File: src/rtl/lab1_stim_gen.sv
// Burst stimulus generator: emits i_count Q2.14 samples x_start + k*step over a
// valid/ready handshake, then pulses o_done for one cycle.
module lab1_stim_gen #(
    parameter int WIDTHIN  = 16,
    parameter int WIDTHCNT = 16
) (
    input  logic                clk,
    input  logic                reset,
    input  logic                i_start,
    input  logic                i_abort,
    input  logic [WIDTHIN-1:0]  i_x_start,
    input  logic [WIDTHIN-1:0]  i_x_step,
    input  logic [WIDTHCNT-1:0] i_count,
    input  logic                i_ready,
    output logic                o_valid,
    output logic [WIDTHIN-1:0]  o_x,
    output logic                o_busy,
    output logic                o_done,
    output logic [WIDTHCNT-1:0] o_sent
);

    typedef enum logic [1:0] {
        IDLE,
        SEND,
        DONE
    } state_t;

    state_t              state_q, state_nxt;
    logic [WIDTHIN-1:0]  x_q, x_nxt;
    logic [WIDTHIN-1:0]  step_q, step_nxt;
    logic [WIDTHCNT-1:0] rem_q, rem_nxt;
    logic [WIDTHCNT-1:0] sent_q, sent_nxt;
    logic                valid_q, valid_nxt;
    logic                done_q, done_nxt;
    logic                busy_q, busy_nxt;
    logic                xfer;

    assign xfer = valid_q & i_ready;

    always_comb begin
        state_nxt = state_q;
        x_nxt     = x_q;
        step_nxt  = step_q;
        rem_nxt   = rem_q;
        sent_nxt  = sent_q;
        valid_nxt = valid_q;
        done_nxt  = 1'b0;

        case (state_q)
            IDLE: begin
                valid_nxt = 1'b0;
                if (i_start) begin
                    x_nxt    = i_x_start;
                    step_nxt = i_x_step;
                    rem_nxt  = i_count;
                    sent_nxt = '0;
                    if (i_count == '0) begin
                        state_nxt = DONE;
                        done_nxt  = 1'b1;
                    end else begin
                        state_nxt = SEND;
                        valid_nxt = 1'b1;
                    end
                end
            end
            SEND: begin
                if (xfer) begin
                    x_nxt    = x_q + step_q;
                    rem_nxt  = rem_q - 1'b1;
                    sent_nxt = sent_q + 1'b1;
                end
                // A transfer on the abort edge is still counted above.
                if ((xfer && rem_q == WIDTHCNT'(1)) || i_abort) begin
                    state_nxt = DONE;
                    valid_nxt = 1'b0;
                    done_nxt  = 1'b1;
                end
            end
            DONE: begin
                state_nxt = IDLE;
                valid_nxt = 1'b0;
            end
            default: begin
                state_nxt = IDLE;
                valid_nxt = 1'b0;
            end
        endcase

        busy_nxt = (state_nxt != IDLE);
    end

    always_ff @(posedge clk or negedge reset) begin
        if (!reset) begin
            state_q <= IDLE;
            x_q     <= '0;
            step_q  <= '0;
            rem_q   <= '0;
            sent_q  <= '0;
            valid_q <= 1'b0;
            done_q  <= 1'b0;
            busy_q  <= 1'b0;
        end else begin
            state_q <= state_nxt;
            x_q     <= x_nxt;
            step_q  <= step_nxt;
            rem_q   <= rem_nxt;
            sent_q  <= sent_nxt;
            valid_q <= valid_nxt;
            done_q  <= done_nxt;
            busy_q  <= busy_nxt;
        end
    end

    assign o_valid = valid_q;
    assign o_x     = x_q;
    assign o_busy  = busy_q;
    assign o_done  = done_q;
    assign o_sent  = sent_q;

endmodule

File: config.mk
export PLATFORM = sky130hd
export DESIGN_NAME = lab1_stim_gen
export DESIGN_NICKNAME = d
export VERILOG_FILES = /design/src/rtl/lab1_stim_gen.sv
export SDC_FILE = /design/constraint.sdc
export NUM_CORES = 1
export LEC_CHECK = 0
export CAP_MARGIN = 20
export CORE_UTILIZATION = 40
export CTS_BUF_LIST = sky130_fd_sc_hd__clkbuf_4
export DETAILED_ROUTE_END_ITERATION = 10
export PLACE_DENSITY = 0.67
export RECOVER_POWER = 100
export SYNTH_ARGS = -nofsm -noshare
export SYNTH_HDL_FRONTEND = slang
export SYNTH_SLANG_ARGS = --single-unit
File: constraint.sdc
create_clock -name clk -period 3.9 [get_ports clk]
set_input_delay 1.17 -clock clk [delete_from_list [all_inputs] [get_ports clk]]
set_output_delay 1.17 -clock clk [all_outputs]
set_load 0.02 [all_outputs]
-- Word level (Yosys, flattened, before mapping)
Cells that the tools add are included.
- flip-flop bits (word level): 69
- input bits: 53
- output and inout bits: 35
- logic and storage cells: 46
- add/sub/neg operators: 3
- equality and inequality tests: 5
- multiplexer cells: 21
- bitwise operators: 1
- reduce and logical (&&, ||, !) cells: 8
- operators by type and width (cell ; number):
    $mux 16 ; 6
    $pmux 16 s2 ; 3
    $add 16x1->16 const B ; 1
    $add 16x16->16 ; 1
    $eq 16x1->1 const B ; 1
    $logic_not 16->1 ; 1
    $sub 16x1->16 const B ; 1
    $mux 1 ; 6
    $mux 2 ; 3
    $ne 2x2->1 const B ; 3
    $pmux 1 s2 ; 2
    $pmux 2 s2 ; 1
    $reduce_bool 2->1 ; 2
    $reduce_and 3->1 ; 1
    $eq 2x1->1 const B ; 1
    $logic_not 2->1 ; 1
    $reduce_and 2->1 ; 1
    $and 1x1->1 ; 1
    $logic_and 1x1->1 ; 1
    $logic_or 1x1->1 ; 1

-- Depth between registers and ports, before layout
- word-level depth: 6
- depth in mapped cells: 9

-- Worst setup path before layout
Ideal clock, no wire load.
- path type: flip-flop to flip-flop
- start: register x_q[0], in the netlist o_x[0]
- end: register x_q[12], in the netlist o_x[12]
- setup time: 0.128 ns
- arrival time: 2.391 ns
- setup slack: 1.381 ns
- stages on the path, launching flop included: 10
- path buffers: 0
- clock period less this slack: 2.519 ns
- cells stage by stage: dfrtp_1 > ha_1 > fa_1 > a21oi_1 > o22ai_1 > o41ai_1 > o311a_1 > a21oi_1 > xnor2_1 > o22ai_1
- cells in the longest elaborated chain, start to end: 3
- RTL lines (element ; RTL line ; source):
    from (decl) ; 29 ; logic [WIDTHIN-1:0] x_q, x_nxt;
    from (signal assigned) ; 104 ; x_q <= x_nxt;
    $add 16x16->16 ; 68 ; x_nxt = x_q + step_q;
    $mux 16 ; 67 ; if (xfer) begin
    $pmux 16 s2 ; 49 ; case (state_q)
Every way passes these cells. The select of a mux whose other input is x is not followed.
A chain may end at the register's enable or synchronous reset.

-- Worst setup path after layout
- start: input port i_start
- end: register sent_q[15], in the netlist o_sent[15]
- cells in the longest elaborated chain, start to end: 2
- RTL lines (element ; RTL line ; source):
    from (decl) ; 9 ; input logic i_start,
    $ne 2x2->1 (no line) ; - ;
    $reduce_and 3->1 (no line) ; - ;
    to (signal assigned) ; 107 ; sent_q <= sent_nxt;
    to (decl) ; 32 ; logic [WIDTHCNT-1:0] sent_q, sent_nxt;
Every way passes these cells.

==> summary.txt <==
Status
  – Status: finished, violations left
  – Failing checks: max-capacitance violations, max-slew violations

Synth
  – Post-synth top area cell: dfrtp_1
  – Seq cells post-synth: 69
  – Most used flip-flop cell after synthesis: dfrtp_1
  – Syn Nets: about 520
  – Synth warnings: 0
  – Cell count after synthesis: about 450
  – Synth cell types: 48
  – Sequential element share of the synthesized area: 43.3%
  – Netlist Area Pre-Place: 0.00398 mm²
  – EDFF count, synth: 0
  – Top-area cell type share of the netlist area: between 40% and 50%
  – Synth area leaders: dfrtp_1, a21oi_1, ha_1
  – Syn Area/Cell: 8.91 µm²
  – FFs w/ async S/R, synth: 100%

Power
  – Leak: approximately 2.2 nW
  – Pwr Total: a little over 4 mW
  – PwrDens: approximately 800 mW/mm²
  – VDD IR max: between 0.4 and 0.5 mV

Critical path
  – WP buf/inv: 2
  – Crit-path cells: dlygate4sd3_1, nand2b_1, a21oi_2, clkbuf_1, nand4_1, nor3_1, nand3_1, xor2_1, nor2_1
  – Worst path top cell family by delay: buffers and inverters
  – Worst stage delay on the critical path: between 600 and 700 ps
  – R2R Setup Slk: 1090 ps
  – CP Launch Type: input port
  – CP Capture Type: flip-flop
  – Slowest-stage cell, CP: dlygate4sd3_1
  – CP max FO: 13
  – Setup Crit Path Kind: in -> reg
  – Critical Path AT: approximately 3400 ps
  – Critical Path RT: 4220 ps

Global routing
  – Antenna violations before repair: 0
  – Grt total ovfl: 0
  – Total track usage: between 20 and 25%
  – Vias in the first global route: 3,563
  – Largest net degree at the start of global routing: 51
  – First-pass GRT wire length: between 15,000 and 20,000 µm

Clock network
  – Clock H-tree levels: 3
  – # hold bufs at CTS: 0
  – CTS tree: built
  – Worst skew pair latency: slightly above 400 ps
  – Worst-path clk slew: around 130 ps
  – Sink Count: 69
  – Postcts setup bufs: 0
  – Clock root buffer: clkbuf_4
  – Num CTS Buffers: 9
  – Cts repair resizes: 0
  – Deepest clock path buffer count: 2

Route
  – Final ANT Viol Nets: 0
  – WL/cell: 14.4 µm
  – Iter 0 DRT Violations: approximately 150
  – Post-DR vias/cell: roughly 5.4
  – DR DRC count: 0
  – Total Routed Length: approximately 9700 µm
  – Drt pass-1 iters: 5
  – Vias post-DR: about 3,600

Run
  – Max Cap Viol: 1

Cells and area
  – Layout Nets: between 600 and 700
  – Layout cells sized above 1: just under 7%
  – Most frequent cells in the layout: dfrtp_1, clkdlybuf4s50_1, nor2_1
  – Fillers: 936
  – Layout area overhead: 30.0%
  – Ant. Diodes: 0
  – Most common cell after layout, fill and taps aside: dfrtp_1

Timing
  – Final critical-path share of the clock period: between 70% and 80%
  – Worst-case clock skew: approximately 21 ps
  – Max-slew violations: 38
  – Max Freq: around 320 MHz
  – Setup TNS: 0 ps
  – # setup viols final: 0
  – Final hold vios: 0
  – Fin crit period: a little over 3000 ps
  – RSZ-0062 raised after global routing: false
  – Worst slew pin tran: 1980 ps
  – Slew headroom: -32.2%

Min path
  – HP Class: reg -> reg

Floorplanning
  – Placement Rows: 36
  – Die footprint: ~0.010 mm²
  – Die X: ~100 µm
  – I/O pins: around 90
  – Core area: 0.00973 mm²
  – Die height: 102 µm
  – Initial Util: between 40% and 50%

Placement
  – IO Port Bufs: between 80 and 90
  – Dpl hpwl: between 6000 and 7000 µm
  – Gpl congestion: ~0.82
-- report_power, final --
group / internal, mW / total [mW] / switching, mW
Sequential: 0.998 / 1.27 / 0.269
Combinational: 0.988 / 2.30 / 1.31
Clock: 0.321 / 0.585 / 0.263
-- synth_stat cells (5+ instances only) --
library cell,number
and3_1,8
mux2_1,8
nor2b_1,5
nand3_1,19
nor3_1,18
inv_1,8
a21oi_1,45
or3_1,6
dfrtp_1,69
a31oi_1,10
nor2_1,47
xnor2_1,8
ha_1,18
nand2_1,46
nor4_1,6
xor2_1,13
o21ai_1,16
mux2_2,7
clkbuf_1,15
o21ai_0,21
-- path summary, 6_finish.rpt --
check / start / end / depth (start not counted)
hold reg to reg: rem_q[10] / rem_q[10] / 2
setup reg to reg: o_x[0] / o_x[12] / 9
min in group asynchronous: reset / rem_q[6] / 1
setup / recovery: i_start / o_sent[15] / 9
hold / removal: rem_q[10] / rem_q[10] / 2
max in group asynchronous: reset / step_q[15] / 2
-- worst reg2reg max path, stage by stage (launching register included) --
cell and delay [ps]:
dfrtp_1 420, ha_1 250, fa_1 410, a21oi_1 240, o22ai_1 160, o41ai_1 570
o311a_1 320, a21oi_1 100, xnor2_1 130, o22ai_1 150
-- state kept, by name, summed over array words and instances (netlist names) --
| signal | flops |
|---|---|
| rem_q | 16 |
| o_x | 16 |
| state_q | 2 |
| step_q | 16 |
| o_sent | 16 |
| o_busy | 1 |
| o_valid | 1 |
| o_done | 1 |
-- through the flow --
step           area, µm²  worst slack [ps]  std cells  hold WS, ps  utilization, %
2_1_floorplan       3980              1380        447          447               -
3_3_place_gp        5020               814        655          465            51.6
3_5_place_dp        5020               793        655          472            51.6
4_1_cts             5200              1080        671          496            53.5
5_1_grt             5180               534        671          517            53.2
6_report            5180               782        671          489            53.2
-- kinds of logic (layout without fill, tap and decap cells) --
logic type | Yosys count | count (layout) | synth area share, %
AND/OR/NAND/NOR | 174 | 174 | 21.2
AO/OA/AOI/OAI | 120 | 120 | 17.4
flip-flops | 69 | 69 | 43.3
buffers and inverters | 28 | 119 | 2.73
XOR/XNOR | 21 | 21 | 4.62
adder cells (fa/ha/maj) | 19 | 19 | 6.16
multiplexers | 16 | 16 | 4.49
-- metal layers --
| metal | up-vias | global-route usage (%) | part of all wire, % |
|---|---|---|---|
| met4 | 0 | 6.35 | 1.6 |
| li1 | 1780 | - | - |
| met5 | - | 0 | 0 |
| met2 | 114 | 34.6 | 48 |
| met3 | 15 | 5.04 | 6.0 |
| met1 | 1723 | 25.1 | 45 |
-- final cells by class --
type	count	area, µm²	area share (%)
inverters	8	30.0	0.580
multi-input cells	350	2150	41.4
flip-flops and latches	69	1730	33.3
repair buffers	95	930	17.9
clock inverters	7	114	2.20
well taps	133	166	3.21
clock buffers	9	67.6	1.30
Power figures use the tool's default switching activity.
